`config.mk`:
```
export PLATFORM = sky130hd
export DESIGN_NAME = corelet_seq
export DESIGN_NICKNAME = d
export VERILOG_FILES = /design/src/rtl/corelet_seq.sv
export SDC_FILE = /design/constraint.sdc
export NUM_CORES = 1
export LEC_CHECK = 0
export CAP_MARGIN = 10
export CORE_ASPECT_RATIO = 1.75
export CORE_MARGIN = 5
export CORE_UTILIZATION = 30
export CTS_CLUSTER_SIZE = 16
export DETAILED_ROUTE_END_ITERATION = 10
export RECOVER_POWER = 50
export SYNTH_ARGS = -nofsm -noshare
export SYNTH_HDL_FRONTEND = slang
export SYNTH_SLANG_ARGS = --single-unit
```
`constraint.sdc`:
```
create_clock -name clk -period 3 [get_ports clk]
set_clock_uncertainty 0.05 [all_clocks]
set_input_delay 0.6 -clock clk [delete_from_list [all_inputs] [get_ports clk]]
set_output_delay 0.6 -clock clk [all_outputs]
set_load 0.02 [all_outputs]
```
`src/rtl/corelet_seq.sv`:
```
// Tile-pass instruction sequencer for the corelet: kernel fetch/load, activation fetch, execute, drain.
// Optional: define SEQ_AUTO_ACC_EN to emit an accumulate pulse (inst[33]) one cycle after each OFIFO read.
module corelet_seq #(
    parameter int unsigned row      = 8,
    parameter int unsigned col      = 8,
    parameter int unsigned addr_bw  = 11,
    parameter int unsigned len_bw   = 8,
    parameter int unsigned l0_depth = 64
) (
    input  logic               clk,
    input  logic               reset,
    input  logic               start,
    input  logic [addr_bw-1:0] kernel_base,
    input  logic [addr_bw-1:0] act_base,
    input  logic [len_bw-1:0]  num_act,
    input  logic               ofifo_valid,
    output logic [34:0]        inst,
    output logic               sram_cen,
    output logic [addr_bw-1:0] sram_addr,
    output logic               busy,
    output logic               done,
    output logic               err
);

    if (row == 0 || col == 0 || col > (1 << len_bw)) begin : g_bad_param
        $error("corelet_seq: row/col out of range");
    end

    localparam logic [3:0] IDLE     = 4'd0;
    localparam logic [3:0] K_FILL   = 4'd1;
    localparam logic [3:0] K_WAIT   = 4'd2;
    localparam logic [3:0] K_LOAD   = 4'd3;
    localparam logic [3:0] K_SETTLE = 4'd4;
    localparam logic [3:0] A_FILL   = 4'd5;
    localparam logic [3:0] A_WAIT   = 4'd6;
    localparam logic [3:0] EXEC     = 4'd7;
    localparam logic [3:0] DRAIN    = 4'd8;
    localparam logic [3:0] DONE     = 4'd9;

    localparam logic [len_bw-1:0] COL_LAST = len_bw'(col - 1);
    localparam logic [len_bw:0]   ACT_MAX  = (len_bw + 1)'(l0_depth);

    logic [3:0]         state_q, state_d;
    logic [len_bw-1:0]  cnt_q, cnt_d;
    logic [addr_bw-1:0] act_base_q, act_base_d;
    logic [len_bw-1:0]  num_q, num_d;
    logic               err_q, err_d;
    logic               sram_cen_q, sram_cen_d;
    logic [addr_bw-1:0] sram_addr_q, sram_addr_d;
    logic               l0_wr_q, l0_rd_q, busy_q, done_q;
    logic [1:0]         inst_w_q;
    logic               ofifo_rd, acc;

    // The OFIFO read must track ofifo_valid in the same cycle, so it is gated, not registered.
    assign ofifo_rd = (state_q == DRAIN) && ofifo_valid && (cnt_q != '0);

    always_comb begin
        state_d     = state_q;
        cnt_d       = cnt_q;
        act_base_d  = act_base_q;
        num_d       = num_q;
        err_d       = err_q;
        sram_cen_d  = 1'b1;
        sram_addr_d = sram_addr_q;
        unique case (state_q)
            IDLE: begin
                if (start) begin
                    if (num_act == '0 || {1'b0, num_act} > ACT_MAX) begin
                        err_d = 1'b1;
                    end else begin
                        err_d       = 1'b0;
                        act_base_d  = act_base;
                        num_d       = num_act;
                        state_d     = K_FILL;
                        cnt_d       = COL_LAST;
                        sram_cen_d  = 1'b0;
                        sram_addr_d = kernel_base;
                    end
                end
            end
            K_FILL: begin
                if (cnt_q == '0) begin
                    state_d = K_WAIT;
                end else begin
                    cnt_d       = cnt_q - 1'b1;
                    sram_cen_d  = 1'b0;
                    sram_addr_d = sram_addr_q + 1'b1;
                end
            end
            K_WAIT: begin
                state_d = K_LOAD;
                cnt_d   = COL_LAST;
            end
            K_LOAD: begin
                if (cnt_q == '0) begin
                    state_d = K_SETTLE;
                    cnt_d   = COL_LAST;
                end else begin
                    cnt_d = cnt_q - 1'b1;
                end
            end
            K_SETTLE: begin
                if (cnt_q == '0) begin
                    state_d     = A_FILL;
                    cnt_d       = num_q - 1'b1;
                    sram_cen_d  = 1'b0;
                    sram_addr_d = act_base_q;
                end else begin
                    cnt_d = cnt_q - 1'b1;
                end
            end
            A_FILL: begin
                if (cnt_q == '0) begin
                    state_d = A_WAIT;
                end else begin
                    cnt_d       = cnt_q - 1'b1;
                    sram_cen_d  = 1'b0;
                    sram_addr_d = sram_addr_q + 1'b1;
                end
            end
            A_WAIT: begin
                state_d = EXEC;
                cnt_d   = num_q - 1'b1;
            end
            EXEC: begin
                if (cnt_q == '0) begin
                    state_d = DRAIN;
                    cnt_d   = num_q;
                end else begin
                    cnt_d = cnt_q - 1'b1;
                end
            end
            // cnt counts reads still owed to the OFIFO.
            DRAIN: begin
                if (ofifo_rd) begin
                    cnt_d = cnt_q - 1'b1;
                    if (cnt_q == len_bw'(1)) state_d = DONE;
                end
            end
            DONE:    state_d = IDLE;
            default: state_d = IDLE;
        endcase
    end

    always_ff @(posedge clk or negedge reset) begin
        if (!reset) begin
            state_q     <= IDLE;
            cnt_q       <= '0;
            act_base_q  <= '0;
            num_q       <= '0;
            err_q       <= 1'b0;
            sram_cen_q  <= 1'b1;
            sram_addr_q <= '0;
            l0_wr_q     <= 1'b0;
            l0_rd_q     <= 1'b0;
            inst_w_q    <= 2'b00;
            busy_q      <= 1'b0;
            done_q      <= 1'b0;
        end else begin
            state_q     <= state_d;
            cnt_q       <= cnt_d;
            act_base_q  <= act_base_d;
            num_q       <= num_d;
            err_q       <= err_d;
            sram_cen_q  <= sram_cen_d;
            sram_addr_q <= sram_addr_d;
            l0_wr_q     <= ~sram_cen_q;
            l0_rd_q     <= (state_d == K_LOAD) || (state_d == EXEC);
            inst_w_q    <= (state_d == K_LOAD) ? 2'b01 : (state_d == EXEC) ? 2'b10 : 2'b00;
            busy_q      <= (state_d != IDLE);
            done_q      <= (state_d == DONE);
        end
    end

`ifdef SEQ_AUTO_ACC_EN
    logic acc_q;
    always_ff @(posedge clk or negedge reset) begin
        if (!reset) acc_q <= 1'b0;
        else        acc_q <= ofifo_rd;
    end
    assign acc = acc_q;
`else
    assign acc = 1'b0;
`endif

    assign inst = {1'b0, acc, 26'b0, ofifo_rd, 2'b00, l0_rd_q, l0_wr_q, inst_w_q};
    assign sram_cen  = sram_cen_q;
    assign sram_addr = sram_addr_q;
    assign busy      = busy_q;
    assign done      = done_q;
    assign err       = err_q;

endmodule
```
==> impl_metrics.json, run 1 <==
{
  "drv_slew": 0,
  "dieArea_um2": 13500,
  "multiInputGateArea_um2": 1800,
  "irDropWorstVdd_v": 0.000310,
  "path_class": "register to output port",
  "max_freq_ghz": 0.358,
  "cts_tree": "done",
  "grt_pass1_vias": 2907,
  "dpl.cell_count": 539,
  "netlist_area_um2": 3350,
  "p_leak_nw": 1.74,
  "nets": 453,
  "grt_pass1_wl_um": 15100,
  "seq_area_um2": 1250,
  "clk_path_buf_depth": 2,
  "first_pass_iters": 4,
  "synth-seq-area-share_pct": 37.4,
  "period_share_pct": 93.2,
  "crit_fanout": 6,
  "avgSynthCellArea_um2": 9.39,
  "die_height_um": 150,
  "synthArstFlopShare_pct": 100,
  "clk_latency_ps": 300,
  "root_buffer": "clkbuf_16",
  "drt_iter0_drc": 160,
  "required_ps": 2350,
  "critPathLaunchType": "register",
  "antenna_found_initial": 0,
  "synth-seq-cells": 50,
  "drive_gt1_share_pct": 14.2,
  "cts.sinks": 50,
  "antenna_left": 0,
  "cp-end-kind": "output port",
  "cts_buffers": 5,
  "tightest_slew_ps": 941,
  "relSlewSlack_pct": 37.3,
  "htreeDepth": 2,
  "synthCells": 357,
  "pin_count": 84,
  "crit_arrival_ps": 2150,
  "clk_pin_slew_ps": 70,
  "stdcell_count": 547,
  "drc": 0,
  "hold_violations": 0,
  "viasPerCell": 5.42,
  "num_vias": 2967,
  "portBuffers": 53,
  "grt_max_degree": 38,
  "wl_per_cell_um": 18.0,
  "wl_um": 9830,
  "hpwl_um": 7730,
  "min_period_ps": 2800,
  "maxCapViolCount": 0,
  "fillCellCount": 1119,
  "fp.dieW_um": 89.9,
  "tns_ps": 0,
  "core_area_um2": 11000,
  "grt_usage_pct": 14.0,
  "antenna_cells": 0,
  "globalplace.congestion": 0.865,
  "yosysWarnings": 0,
  "initial_core_util_pct": 30.4,
  "rsz0062_at_grt": "false",
  "area_delta_synth_final_pct": 22.4,
  "synth_flop_cell": "dfrtp_1",
  "powerDensity_nw_per_um2": 327,
  "gr-total-overflow": 0,
  "status": "finished clean",
  "hold_class": "primary input to asynchronous set/reset pin",
  "synth_edf_count": 0,
  "row_count": 51,
  "cts_hold_buffers": 0,
  "ys_types": 62,
  "setup_violations": 0
}
-- placed cells by master (no fill, tap or decap), types with 6 or more instances in the layout --
cell	instances
dlygate4sd3_1	7
a221oi_1	7
o21ai_0	17
mux2_2	21
buf_4	17
dfrtp_1	49
xnor2_1	6
nor2_1	19
inv_1	16
nor3_1	10
o31ai_1	9
a22oi_1	6
nand4_1	8
a21oi_1	12
nand2_1	16
nand3_1	10
conb_1	30
clkdlybuf4s50_1	44
a31oi_1	12
-- timing repair --
action                                  4_1_cts  5_1_grt
hold endpoints to repair                      0        0
resized for setup                             1        0
setup buffers                                 0        0
endpoints found under the setup margin        1        0
-- cells in the mapped netlist, drive strengths merged, types with 2 or more instances --
master   count  share of area (%)
nor2        19                2.1
buf         44                9.3
nand4        8                1.5
o31ai        9                2.0
o21a         2               0.45
a211oi       5                1.1
xnor2        6                1.6
nor4b        2               0.90
nand2       16                1.8
a211o        2               0.52
nor2b        4               0.75
a221oi       7                1.8
or4          4               0.90
or3b         5                1.3
xor2         2               0.52
and3         5               0.93
clkbuf       7               0.78
o2bb2ai      3               0.97
mux2        21                7.1
and2         5               0.93
ha           5                1.9
o21ai       17                2.5
nand2b       3               0.56
nor3b        4                1.0
dfrtp       49                 37
or4b         2               0.71
a22o         2               0.52
nor3        10                1.5
o211ai       2               0.86
a311oi       3               0.78
a31oi       12                2.2
nand3       11                1.8
a22oi        6                1.3
o32ai        3               0.78
or3          3               0.56
o22ai        3               0.56
a21o         3               0.67
a21oi       12                1.8
inv         16                1.8
nor4         3               0.75
-- critical path, cell delays in order (launching register included) --
cell,delay [ps]
dfrtp_1,410
inv_1,130
ha_1,260
or4b_4,510
nor2_1,150
nor3b_1,70
dlygate4sd2_1,320
-- report_power, final --
| part | leakage [nW] | internal, W | switching (W) | total (W) |
|---|---|---|---|---|
| clock network | 0.0631 | 0.000310 | 0.000258 | 0.000568 |
| registers | 0.634 | 0.000674 | 0 | 0.000674 |
| logic | 1.04 | 0.0000391 | 0.0000591 | 0.0000983 |
| total | 1.74 | 0.00102 | 0.000317 | 0.00134 |
-- kinds of logic (layout without fill, tap and decap cells) --
kind of cell,count (synthesis),count (layout),share of synthesized area [%]
multiplexers,21,21,7.06
adder cells (fa/ha/maj),5,5,1.87
buffers and inverters,67,96,11.9
XOR/XNOR,8,8,2.09
AND/OR/NAND/NOR,107,107,18.8
flip-flops,50,50,37.4
other,1,30,0.112
AO/OA/AOI/OAI,98,98,20.8
-- through the flow --
step	utilization [%]	worst slack, ps	cell area [µm²]	hold WS, ps	total power (W)
2_1_floorplan	-	643	3460	254	0.000754
3_3_place_gp	35.9	268	3970	374	0.000787
3_5_place_dp	35.9	247	3970	377	0.000786
4_1_cts	37.2	186	4110	158	0.00135
5_1_grt	37.1	75.6	4100	403	0.00139
6_report	37.1	204	4100	326	0.00134
-- layer usage --
metal / up-vias / routed length, µm / global-route usage, %
li1: 1380 / - / -
met1: 1449 / 3370 / 13.7
met2: 111 / 5540 / 27.5
met3: 27 / 498 / 2.21
met4: 0 / 425 / 7.53
met5: - / 0 / 0
-- path summary, 6_finish.rpt --
kind,startpoint,endpoint,slack (ps),depth (start not counted)
worst max-delay path,cnt_q[0],inst[6],200,6
worst min-delay path,reset,cnt_q[1],330,1
worst max register to register,cnt_q[0],sram_addr[9],400,8
worst min register to register,sram_cen,l0_wr_q,400,1
max in group asynchronous,reset,num_q[7],1150,2
min in group clk,sram_cen,l0_wr_q,400,1
-- state kept, by name, summed over array words and instances (netlist names) --
register / count
busy: 1
state_q: 4
done: 1
act_base_q: 11
sram_cen: 1
num_q: 8
sram_addr: 11
l0_rd_q: 1
l0_wr_q: 1
inst_w_q: 2
err: 1
cnt_q: 8
-- cell type report --
cell class / count / share of cell area [%]
clock buffer: 6 / 3.14
clock inverter: 2 / 0.366
inverter: 16 / 1.46
multi-input combinational: 269 / 44.0
sequential: 50 / 30.5
tap: 132 / 4.03
timing repair buffer: 72 / 16.5
(Power assumes the default switching activity.)
==> inputs of run 2 (changes only) <==
--- a/config.mk
+++ b/config.mk
@@ -5,13 +5,13 @@
 export SDC_FILE = /design/constraint.sdc
 export NUM_CORES = 1
 export LEC_CHECK = 0
-export CAP_MARGIN = 10
 export CORE_ASPECT_RATIO = 1.75
 export CORE_MARGIN = 5
 export CORE_UTILIZATION = 30
 export CTS_CLUSTER_SIZE = 16
 export DETAILED_ROUTE_END_ITERATION = 10
 export RECOVER_POWER = 50
+export REMOVE_ABC_BUFFERS = 1
 export SYNTH_ARGS = -nofsm -noshare
 export SYNTH_HDL_FRONTEND = slang
 export SYNTH_SLANG_ARGS = --single-unit
==> impl_metrics.json, run 2 (synthesis results as in run 1) <==
{
  "clk_pin_slew_ps": 70,
  "first_pass_iters": 4,
  "num_vias": 2948,
  "globalplace.congestion": 0.839,
  "htreeDepth": 2,
  "root_buffer": "clkbuf_16",
  "powerDensity_nw_per_um2": 331,
  "core_area_um2": 11000,
  "power_frac_seq_pct": 49.9,
  "setup_violations": 0,
  "min-delay-start": "sram_cen",
  "grt_max_degree": 24,
  "multiInputGateArea_um2": 1800,
  "critPathLaunchType": "primary input",
  "period_share_pct": 90.2,
  "fillCellCount": 1110,
  "p_int_w": 0.00104,
  "hold_class": "register to register",
  "seq_area_um2": 1250,
  "p_clk_share_pct": 42.8,
  "min_period_ps": 2700,
  "clk_latency_ps": 290,
  "p_comb_share_pct": 7.3,
  "grt_pass1_wl_um": 15300,
  "final_common_cell": "dfrtp_1",
  "antenna_found_initial": 0,
  "fp.dieW_um": 89.9,
  "irDropWorstVdd_v": 0.000288,
  "antenna_cells": 0,
  "maxCapViolCount": 0,
  "area_delta_synth_final_pct": 22.0,
  "holdPathStages": 1,
  "drive_gt1_share_pct": 13.6,
  "clk_path_buf_depth": 2,
  "hpwl_um": 7790,
  "p_leak_nw": 1.74,
  "dieArea_um2": 13500,
  "cts.sinks": 50,
  "hold_violations": 0,
  "utilization_pct": 37.0,
  "grt_pass1_vias": 2959,
  "gr-total-overflow": 0,
  "initial_core_util_pct": 30.4,
  "r2r-start": "cnt_q[0]",
  "drv_slew": 0,
  "die_height_um": 150,
  "status": "finished clean",
  "cts_buffers": 5,
  "cts_setup_buffers": 0,
  "path_class": "primary input to register",
  "crit_fanout": 8,
  "rsz0062_at_grt": "false",
  "drt_iter0_drc": 154,
  "max_freq_ghz": 0.370,
  "viasPerCell": 5.41,
  "antenna_left": 0,
  "tightest_slew_ps": 1110,
  "grt_usage_pct": 14.1,
  "reg2reg_to": "cnt_q[4]",
  "drc": 0,
  "holdPathEnd": "l0_wr_q",
  "netSwitchingFraction_pct": 22.7,
  "crit_arrival_ps": 2830,
  "portBuffers": 53,
  "wl_per_cell_um": 17.9,
  "p_sw_w": 0.000307,
  "nets": 451,
  "wl_um": 9770,
  "relSlewSlack_pct": 26.0,
  "r2r_cells": 8,
  "tns_ps": 0,
  "r2r_slack_ps": 380,
  "pin_count": 84,
  "row_count": 51,
  "final_cell_mix": "dfrtp_1, clkdlybuf4s50_1, conb_1, mux2_2, nor2_1",
  "cp-end-kind": "register",
  "cts_tree": "done",
  "required_ps": 3120
}
[run 2: cell types whose count changed in the layout (fill, tap and decap cells not counted)]
cell	change
dfstp_1	-1
dlymetal6s2s_1	+1
clkdlybuf4s50_1	+1
buf_4	-3
dlygate4sd2_1	-1
clkbuf_2	-1
clkbuf_1	+2
clkinvlp_4	-2
dfstp_2	+1
clkbuf_8	+1
dlygate4sd3_1	-1
clkinv_2	+1
[run 2: through the flow]
step / power, W / cell area (µm²) / cells / hold WS (ps) / setup slack [ps]
after detailed placement: 0.000788 / 3950 / 537 / 378 / 137
after floorplan: 0.000724 / 3120 / 335 / 254 / 392
after CTS: 0.00136 / 4100 / 545 / 216 / 7.64
after global routing: 0.00139 / 4090 / 545 / 401 / 180
final: 0.00135 / 4090 / 545 / 393 / 295
after global placement: 0.000787 / 3950 / 537 / 372 / 256
[run 2: final cells by class]
type | instances | share of cell area (%)
clock inverters | 1 | 0.122
clock buffers | 7 | 3.49
multi-input cells | 269 | 44.1
well taps | 132 | 4.04
inverters | 16 | 1.47
repair buffers | 70 | 16.1
flip-flops and latches | 50 | 30.6
[run 2: power by group through the flow]
stage	sequential [W]	combinational [W]	clock, W
2_1_floorplan	0.000687	0.0000368	0
3_3_place_gp	0.000687	0.0000998	0
3_5_place_dp	0.000687	0.000101	0
4_1_cts	0.000674	0.000101	0.000590
5_1_grt	0.000673	0.000107	0.000611
6_report	0.000674	0.0000989	0.000579
[run 2: worst max-delay path by stage]
stage	startpoint	endpoint	slack [ps]
3_3_place_gp	num_act[1]	cnt_q[1]	260
4_1_cts	cnt_q[0]	inst[6]	8
5_1_grt	num_act[0]	cnt_q[4]	180
2_1_floorplan	state_q[2]	sram_addr[9]	390
6_report	num_act[1]	cnt_q[4]	300
3_5_place_dp	num_act[1]	cnt_q[4]	140
[run 2: per-layer routing]
layer  wire, µm  vias up  global-route usage [%]
met1       3450     1457                    13.7
met4        429        0                    8.72
met3        391       20                    1.71
li1           -     1377                       -
met5          0        -                       0
met2       5500       94                    27.5
[run 2: repair_timing]
action,in CTS,in global routing
pin swaps,0,0
resized for setup,1,1
hold buffers,0,0
endpoints found under the setup margin,1,1
[run 2: critical path: stages]
cell and delay [ps]:
clkdlybuf4s50_1 420, nor4_1 670, nand4_1 190, and3_1 240
or2_1 350, o32ai_1 360
==> inputs of run 3 (changes only) <==
==> constraint.sdc (replaced) <==
create_clock -name clk -period 3.25 [get_ports clk]
set_clock_uncertainty 0.05 [all_clocks]
set_input_delay 0.65 -clock clk [delete_from_list [all_inputs] [get_ports clk]]
set_output_delay 0.65 -clock clk [all_outputs]
set_load 0.02 [all_outputs]
==> impl_metrics.json, run 3 (synthesis results as in run 1) <==
{
  "grt_pass1_vias": 3013,
  "status": "finished clean",
  "crit_fanout": 6,
  "irDropWorstVdd_v": 0.000176,
  "cts_setup_buffers": 0,
  "initial_core_util_pct": 30.4,
  "root_buffer": "clkbuf_16",
  "hold_violations": 0,
  "cts_tree": "done",
  "drc": 0,
  "grt_pass1_wl_um": 15300,
  "drv_slew": 0,
  "antenna_cells": 0,
  "antenna_left": 0,
  "row_count": 51,
  "htreeDepth": 2,
  "portBuffers": 53,
  "num_vias": 2998,
  "crit_arrival_ps": 2390,
  "dieArea_um2": 13500,
  "finalWorstSetupSlack_ps": 157,
  "fillCellCount": 1121,
  "tns_ps": 0,
  "path_class": "register to output port",
  "powerDensity_nw_per_um2": 309,
  "nets": 450,
  "clk_latency_ps": 290,
  "cts_hold_buffers": 0,
  "gr-total-overflow": 0,
  "required_ps": 2550,
  "max_freq_ghz": 0.323,
  "critPathLaunchType": "register",
  "wl_um": 9700,
  "clk_path_buf_depth": 2,
  "maxCapViolCount": 0,
  "rsz0062_at_grt": "false",
  "hold_class": "register to register",
  "pin_count": 84,
  "area_delta_synth_final_pct": 21.6,
  "dp_slack_ps": 416,
  "setup_violations": 0,
  "final_common_cell": "dfrtp_1",
  "grt_max_degree": 29,
  "cts_resized": 0,
  "grt_usage_pct": 14.0,
  "wl_per_cell_um": 17.8,
  "globalplace.congestion": 0.869,
  "cts.sinks": 50,
  "period_share_pct": 95.2,
  "core_area_um2": 11000,
  "die_height_um": 150,
  "antenna_found_initial": 0,
  "final_cell_mix": "dfrtp_1, clkdlybuf4s50_1, conb_1, mux2_2, nor2_1",
  "hpwl_um": 7660,
  "cp-end-kind": "output port",
  "p_leak_nw": 1.72,
  "drt_iter0_drc": 213,
  "fp.dieW_um": 89.9,
  "min_period_ps": 3090,
  "tightest_slew_ps": 1360,
  "viasPerCell": 5.51,
  "first_pass_iters": 4,
  "r2r_slack_ps": 510,
  "relSlewSlack_pct": 9.61,
  "clk_pin_slew_ps": 70,
  "cts_buffers": 5,
  "drive_gt1_share_pct": 14.1
}
## run 3: cell count changes in the layout (fill, tap and decap cells not counted), sizes merged
cell           change
clkdlybuf4s50      +1
dlymetal6s2s       -1
clkinvlp           +1
clkbuf             -2
## run 3: final timing paths
kind                            startpoint       endpoint  depth (start not counted)
worst max-delay path              cnt_q[0]        inst[6]                          6
worst min-delay path              sram_cen        l0_wr_q                          1
worst max register to register    cnt_q[0]       cnt_q[4]                          7
worst min register to register    sram_cen        l0_wr_q                          1
max in group asynchronous            reset  act_base_q[0]                          2
min in group asynchronous            reset  act_base_q[6]                          1
## run 3: cell type report
| class | count | area (µm²) | share of cell area [%] |
|---|---|---|---|
| Multi-Input combinational cell | 269 | 1800 | 44.3 |
| Sequential cell | 50 | 1250 | 30.7 |
| Timing Repair Buffer | 69 | 642 | 15.8 |
| Tap cell | 132 | 165 | 4.05 |
| Clock buffer | 6 | 139 | 3.41 |
| Inverter | 16 | 60.1 | 1.47 |
| Clock inverter | 2 | 12.5 | 0.307 |
## run 3: per-layer routing
layer	part of all wire, %	vias to the layer above	GRT usage, %
met5	0	-	0
met4	5.6	0	9.39
met3	5.0	30	1.96
met2	55	133	26.8
met1	34	1456	13.7
li1	-	1379	-
## run 3: power by group
part | total, W | switching, W | internal (W)
Clock | 0.000546 | 0.000241 | 0.000305
Sequential | 0.000622 | 0 | 0.000622
Combinational | 0.0000908 | 0.0000546 | 0.0000361
## run 3: worst max-delay path: stages, from the launching register on
cell	delay [ps]
dfrtp_1	410
inv_1	150
ha_1	270
or4b_4	510
nor2_1	140
nor3b_1	80
clkdlybuf4s50_1	540
## run 3: per-stage QoR
stage | cell area (µm²) | instances | utilization [%] | hold WS (ps) | power (W)
2_1_floorplan | 3120 | 335 | - | 304 | 0.000668
3_3_place_gp | 3930 | 536 | 35.6 | 372 | 0.000726
3_5_place_dp | 3930 | 536 | 35.6 | 381 | 0.000726
4_1_cts | 4080 | 544 | 37.0 | 309 | 0.00128
5_1_grt | 4070 | 544 | 36.9 | 404 | 0.00131
6_report | 4070 | 544 | 36.9 | 389 | 0.00126
